$ cat src/rtl/hazard_ctrl.sv
// hazard_ctrl: operand forwarding selects, load-use / branch stall and flush
// generation, and sequencing of fixed-latency multi-cycle execute operations.
module hazard_ctrl #(
  parameter int MC_LATENCY = 32,
  parameter int CNT_W      = 6
) (
  input  logic        clk,
  input  logic        reset,
  input  logic [4:0]  rs1_addr_d,
  input  logic [4:0]  rs2_addr_d,
  input  logic [4:0]  rs1_addr_e,
  input  logic [4:0]  rs2_addr_e,
  input  logic        valid_e,
  input  logic        mem_load_e,
  input  logic        rf_write_en_e,
  input  logic [4:0]  rf_dest_e,
  input  logic        mc_op_e,
  input  logic        branch_taken_e,
  input  logic        valid_m,
  input  logic        rf_write_en_m,
  input  logic [4:0]  rf_dest_m,
  input  logic        valid_w,
  input  logic        rf_write_en_w,
  input  logic [4:0]  rf_dest_w,
  output logic [1:0]  forward_rs1_select_e,
  output logic [1:0]  forward_rs2_select_e,
  output logic        stall_fetch,
  output logic        stall_decode,
  output logic        stall_execute,
  output logic        flush_decode,
  output logic        flush_execute,
  output logic        flush_memory,
  output logic        mc_done,
  output logic [31:0] stall_cycles
);

  typedef enum logic [1:0] {IDLE, BUSY, DONE} mc_state_e;

  mc_state_e         state_q, state_d;
  logic [CNT_W-1:0]  cnt_q, cnt_d;
  logic [31:0]       stall_cycles_q, stall_cycles_d;

  logic mem_hit_1, mem_hit_2, wb_hit_1, wb_hit_2;
  logic load_use, branch, mc_stall;

  // Forwarding: memory-stage producer has priority over writeback.
  always_comb begin
    mem_hit_1 = valid_m & rf_write_en_m & (rf_dest_m != 5'd0) & (rf_dest_m == rs1_addr_e);
    mem_hit_2 = valid_m & rf_write_en_m & (rf_dest_m != 5'd0) & (rf_dest_m == rs2_addr_e);
    wb_hit_1  = valid_w & rf_write_en_w & (rf_dest_w != 5'd0) & (rf_dest_w == rs1_addr_e);
    wb_hit_2  = valid_w & rf_write_en_w & (rf_dest_w != 5'd0) & (rf_dest_w == rs2_addr_e);
    forward_rs1_select_e = '0;
    forward_rs2_select_e = '0;
    if (!reset) begin
      forward_rs1_select_e = {mem_hit_1, wb_hit_1 & ~mem_hit_1};
      forward_rs2_select_e = {mem_hit_2, wb_hit_2 & ~mem_hit_2};
    end
  end

  // Multi-cycle sequencer next state and hazard priority: mc stall > branch > load-use.
  always_comb begin
    state_d        = state_q;
    cnt_d          = cnt_q;
    mc_stall       = 1'b0;
    mc_done        = 1'b0;
    stall_fetch    = 1'b0;
    stall_decode   = 1'b0;
    stall_execute  = 1'b0;
    flush_decode   = 1'b0;
    flush_execute  = 1'b0;
    flush_memory   = 1'b0;

    // rs2 is compared even when unused; a spurious one-cycle stall is harmless.
    load_use = valid_e & mem_load_e & rf_write_en_e & (rf_dest_e != 5'd0) &
               ((rf_dest_e == rs1_addr_d) | (rf_dest_e == rs2_addr_d));
    branch   = valid_e & branch_taken_e;

    unique case (state_q)
      IDLE: begin
        if (valid_e && mc_op_e) begin
          mc_stall = 1'b1;
          cnt_d    = CNT_W'(MC_LATENCY - 2);
          state_d  = BUSY;
        end
      end
      BUSY: begin
        mc_stall = 1'b1;
        if (cnt_q == CNT_W'(1)) state_d = DONE;
        else                    cnt_d   = cnt_q - CNT_W'(1);
      end
      DONE: begin
        mc_done = 1'b1;
        state_d = IDLE;
      end
      default: state_d = IDLE;
    endcase

    if (mc_stall) begin
      stall_fetch   = 1'b1;
      stall_decode  = 1'b1;
      stall_execute = 1'b1;
      flush_memory  = 1'b1;
    end else if (branch) begin
      flush_decode  = 1'b1;
      flush_execute = 1'b1;
    end else if (load_use) begin
      stall_fetch   = 1'b1;
      stall_decode  = 1'b1;
      flush_execute = 1'b1;
    end

    // Reset forces every output low for the reset cycle itself.
    if (reset) begin
      mc_done       = 1'b0;
      stall_fetch   = 1'b0;
      stall_decode  = 1'b0;
      stall_execute = 1'b0;
      flush_decode  = 1'b0;
      flush_execute = 1'b0;
      flush_memory  = 1'b0;
    end

    stall_cycles_d = stall_cycles_q + 32'(stall_decode);
    stall_cycles   = reset ? '0 : stall_cycles_q;
  end

  // State, counter and stall statistics registers with synchronous reset.
  always_ff @(posedge clk) begin
    if (reset) begin
      state_q        <= IDLE;
      cnt_q          <= '0;
      stall_cycles_q <= '0;
    end else begin
      state_q        <= state_d;
      cnt_q          <= cnt_d;
      stall_cycles_q <= stall_cycles_d;
    end
  end

endmodule

$ cat config.mk
export PLATFORM = sky130hd
export DESIGN_NAME = hazard_ctrl
export DESIGN_NICKNAME = d
export VERILOG_FILES = /design/src/rtl/hazard_ctrl.sv
export SDC_FILE = /design/constraint.sdc
export NUM_CORES = 1
export LEC_CHECK = 0
export ABC_AREA = 1
export BUFFER_PORTS_ARGS = -buffer_cell sky130_fd_sc_hd__buf_4
export CORE_MARGIN = 8
export CORE_UTILIZATION = 52
export CTS_CLUSTER_DIAMETER = 80
export DETAILED_ROUTE_END_ITERATION = 10
export PLACE_DENSITY = 0.86
export SLEW_MARGIN = 10
export SYNTH_ARGS = -nofsm -noshare
export SYNTH_HDL_FRONTEND = slang
export SYNTH_SLANG_ARGS = --single-unit
$ cat constraint.sdc
create_clock -name clk -period 2.7 [get_ports clk]
set_input_delay 0 -clock clk [delete_from_list [all_inputs] [get_ports clk]]
set_output_delay 0 -clock clk [all_outputs]
set_load 0.01 [all_outputs]
==> implementation parameters <==
Parameter                              Value

Synthesis
  Share of the yosys chip area belonging to registers    27.8%
  Count of flip-flops with a built-in enable after synthesis    0
  Per-instance average area after synthesis    5.93 um2
  Synth Net Count    536
  Asr flop ratio synth    0%
  Primary FF master, synth    dfxtp_1
  Synth warn    0
  Post-Synthesis Cell Area    0.00288 mm2
  Post-synthesis sequential element count    40
  Synth Instances    486
  Count of different cell masters after synthesis    29

Clock network
  Post-cts hold buffer count    0
  Cell at the root of the clock tree    clkbuf_8
  Clock transition at the register clock pins on the worst setup and hold paths after CTS    0.08 ns
  Clock buffers created by TritonCTS    5
  Clock buffer depth    2
  CTS tree    yes
  Clock sink count    40
  Depth of the CTS H-tree    2
  Post CTS Setup Buffer Count    0
  Clock insertion delay at the later pin of the skew report    0.30 ns

Timing
  Actual transition at the worst max-transition pin    0.549 ns
  Count of final setup violators    0
  Final Max Slew Viols    0
  Setup repair after global routing missed its margin    false
  Final hold violation count    0
  Final setup slack of the worst path    0.341 ns
  Clk_skew    0.00727 ns
  Fmax achieved    0.424 GHz
  Tcrit/Tclk final    87.4%
  Fin Setup TNS    0 ns
  Tightest slew margin relative to the limit    63.4%
  Clock period minus worst slack    2.36 ns

Critical path
  Crit path buf inv count    3
  Setup CP Type    reg -> reg
  Cell-by-cell listing of the critical path    nor2_1 -> nand3_1 -> nand2_1 -> inv_1 -> nor2_1 -> o21bai_2 -> ha_2 -> ha_1 -> nand3_1 -> inv_2 -> nand2_4 -> inv_2 -> nand2_2 -> nor2_2 -> nand3_1 -> nand2_1 -> nor2_1
  Top delay family on crit path    simple AND/OR/NAND/NOR gates
  Type of element launching the critical path    flip-flop
  Reg2reg setup slack    0.34 ns
  Highest-delay cell along the critical path    dfxtp_1
  Critical path required time    2.89 ns
  Maximum fanout encountered on the critical timing path    5
  Signal arrival time at the worst endpoint    2.55 ns
  Highest cell delay on the worst timing path    0.33 ns
  Critical Path Sink Type    flip-flop

Global routing
  GRT Residual Overflow    0
  First-pass GRT wire length    13.4 mm
  Global routing usage summed across all routing layers    19.5%
  Vias in the first global route    3126
  Number of antenna violations at the first check in global routing    0
  Maximum number of pins on one net before global-route repair    58

Floorplanning
  Die W    90.4 um
  I/O pin cnt    89
  Std-Cell Rows    27
  Overall die height    90.4 um
  Initial core utilization    53.0%
  Die outline area    0.00818 mm2
  Total core area    0.00544 mm2

Routing
  Count of unresolved DRC violations after routing    0
  1st-iter DRT viols    150
  Met1 routed wirelength after detailed routing    3.34 mm
  Total vias in the final route    3263
  Highest routed metal layer    met4
  Per-cell routed wire length    12.6 um
  Final wirelength    8.12 mm
  Detail Route met3 WL    664 um
  Total iterations of the first detailed-routing run    4
  Number of vias per cell after detailed routing    5.06
  Sum of met2 wire segment lengths after detailed routing    3.87 mm
  Number of routed nets with antenna violations    0

Place
  Weighted congestion at the end of routability-driven global placement    0.901
  PortBufs    88
  Dpl hpwl    6.70 mm
  Pre-CTS WS    0.302 ns
  Cell area after placement    0.00359 mm2

Layout
  Leading cell type in the layout, fill and taps excluded    nand2_1
  Antenna fix cells    0
  Layout Cell Area excl Fill    0.00371 mm2
  Final Util    68.2%
  Layout Nets    622
  Number of fill cells    486
  Fraction of final layout cells with drive strength greater than 1    22.5%
  Most used cells in the layout excluding fill and tap cells    nand2_1, nor2_1, buf_4
  Layout Area Growth over Synthesis    28.7%

Status
  Run status    finished, final reports clean

Flow run
  Reported max-cap violation count    0

Worst hold path
  Path class of the lowest-slack min-delay path    in -> reg

Power
  Static Leak    1.60 nW
  Maximum vdd ir drop    0.176 mV
  Total power per unit cell area    362 mW/mm2
## worst reg2reg max path, delay by kind of cell, from the launching register on
family | cells | cell delay, ns
and+or+nand+nor | 11 | 1.09
adders and majority gates | 2 | 0.41
DFF | 1 | 0.33
buffers and inverters | 3 | 0.27
AOI/OAI and AO/OA | 1 | 0.18
## synth_stat cells, types with 2 or more instances
cell type	instances	area share, %
inv_2	6	0.78
nor2_2	4	0.87
nand2_2	9	2.0
o21ai_2	2	0.61
o21ai_0	20	3.5
ha_1	4	1.7
and2_1	2	0.43
xnor2_1	13	4.0
nand3b_1	2	0.52
nand4_1	5	1.1
nor3_1	14	2.4
a21oi_1	30	5.2
clkbuf_1	6	0.78
buf_4	2	0.52
inv_1	66	8.6
nor2_1	98	13
nor2_4	7	2.7
xor2_1	8	2.4
nand3_1	27	4.7
nand2_1	113	15
dfxtp_1	40	28
## power by group
group | switching (mW) | internal [mW] | total, mW | leakage (nW)
combinational | 0.127 | 0.114 | 0.241 | 1.22
sequential | 0.0125 | 0.603 | 0.615 | 0.324
clock | 0.211 | 0.274 | 0.486 | 0.0552
## layout make-up
cell class              instances  area [um2]  share of cell area [%]
clock buffers                   6        72.6                    1.96
multi-input cells             364        1770                    47.8
inverters                      72         270                    7.29
clock inverters                 2        35.0                   0.945
repair buffers                 89         668                    18.0
flip-flops and latches         40         801                    21.6
well taps                      72        90.1                    2.43
## worst paths after layout
path	depth (start not counted)	endpoint	from
hold reg to reg	2	stall_cycles_q[31]	stall_cycles_q[31]
setup reg to reg	17	stall_cycles_q[26]	state_q[0]
setup / recovery	17	stall_cycles_q[26]	state_q[0]
hold / removal	4	cnt_q[0]	mc_op_e
## stage by stage
stage / std cells / power (mW) / hold WS (ns)
final: 645 / 1.34 / 0.101
after global routing: 645 / 1.40 / 0.131
after CTS: 645 / 1.35 / 0.0863
after detailed placement: 637 / 0.869 / 0.388
after global placement: 637 / 0.860 / 0.383
after floorplan: 486 / 0.765 / 0.140
## layer usage
metal	GRT usage, %	vias up
met4	8.46	0
met5	0	-
met2	34.5	129
li1	-	1678
met1	21.1	1432
met3	5.82	24
## state kept, by name (all words and copies together), names as in the netlist
name / cells
stall_cycles_q: 32
state_q: 2
cnt_q: 6
## repair_timing
action / 4_1_cts / 5_1_grt
gates resized for setup: 0 / 2
hold endpoints to repair: 0 / 0
endpoints found under the setup margin: 0 / 5
## cells by family after synthesis
logic type,synth area share [%]
adders and majority gates,1.74
DFF,27.8
AOI/OAI and AO/OA,9.94
and+or+nand+nor,43.2
buffers and inverters,11.0
xor gates and xnor gates,6.38
(Power assumes the default switching activity.)
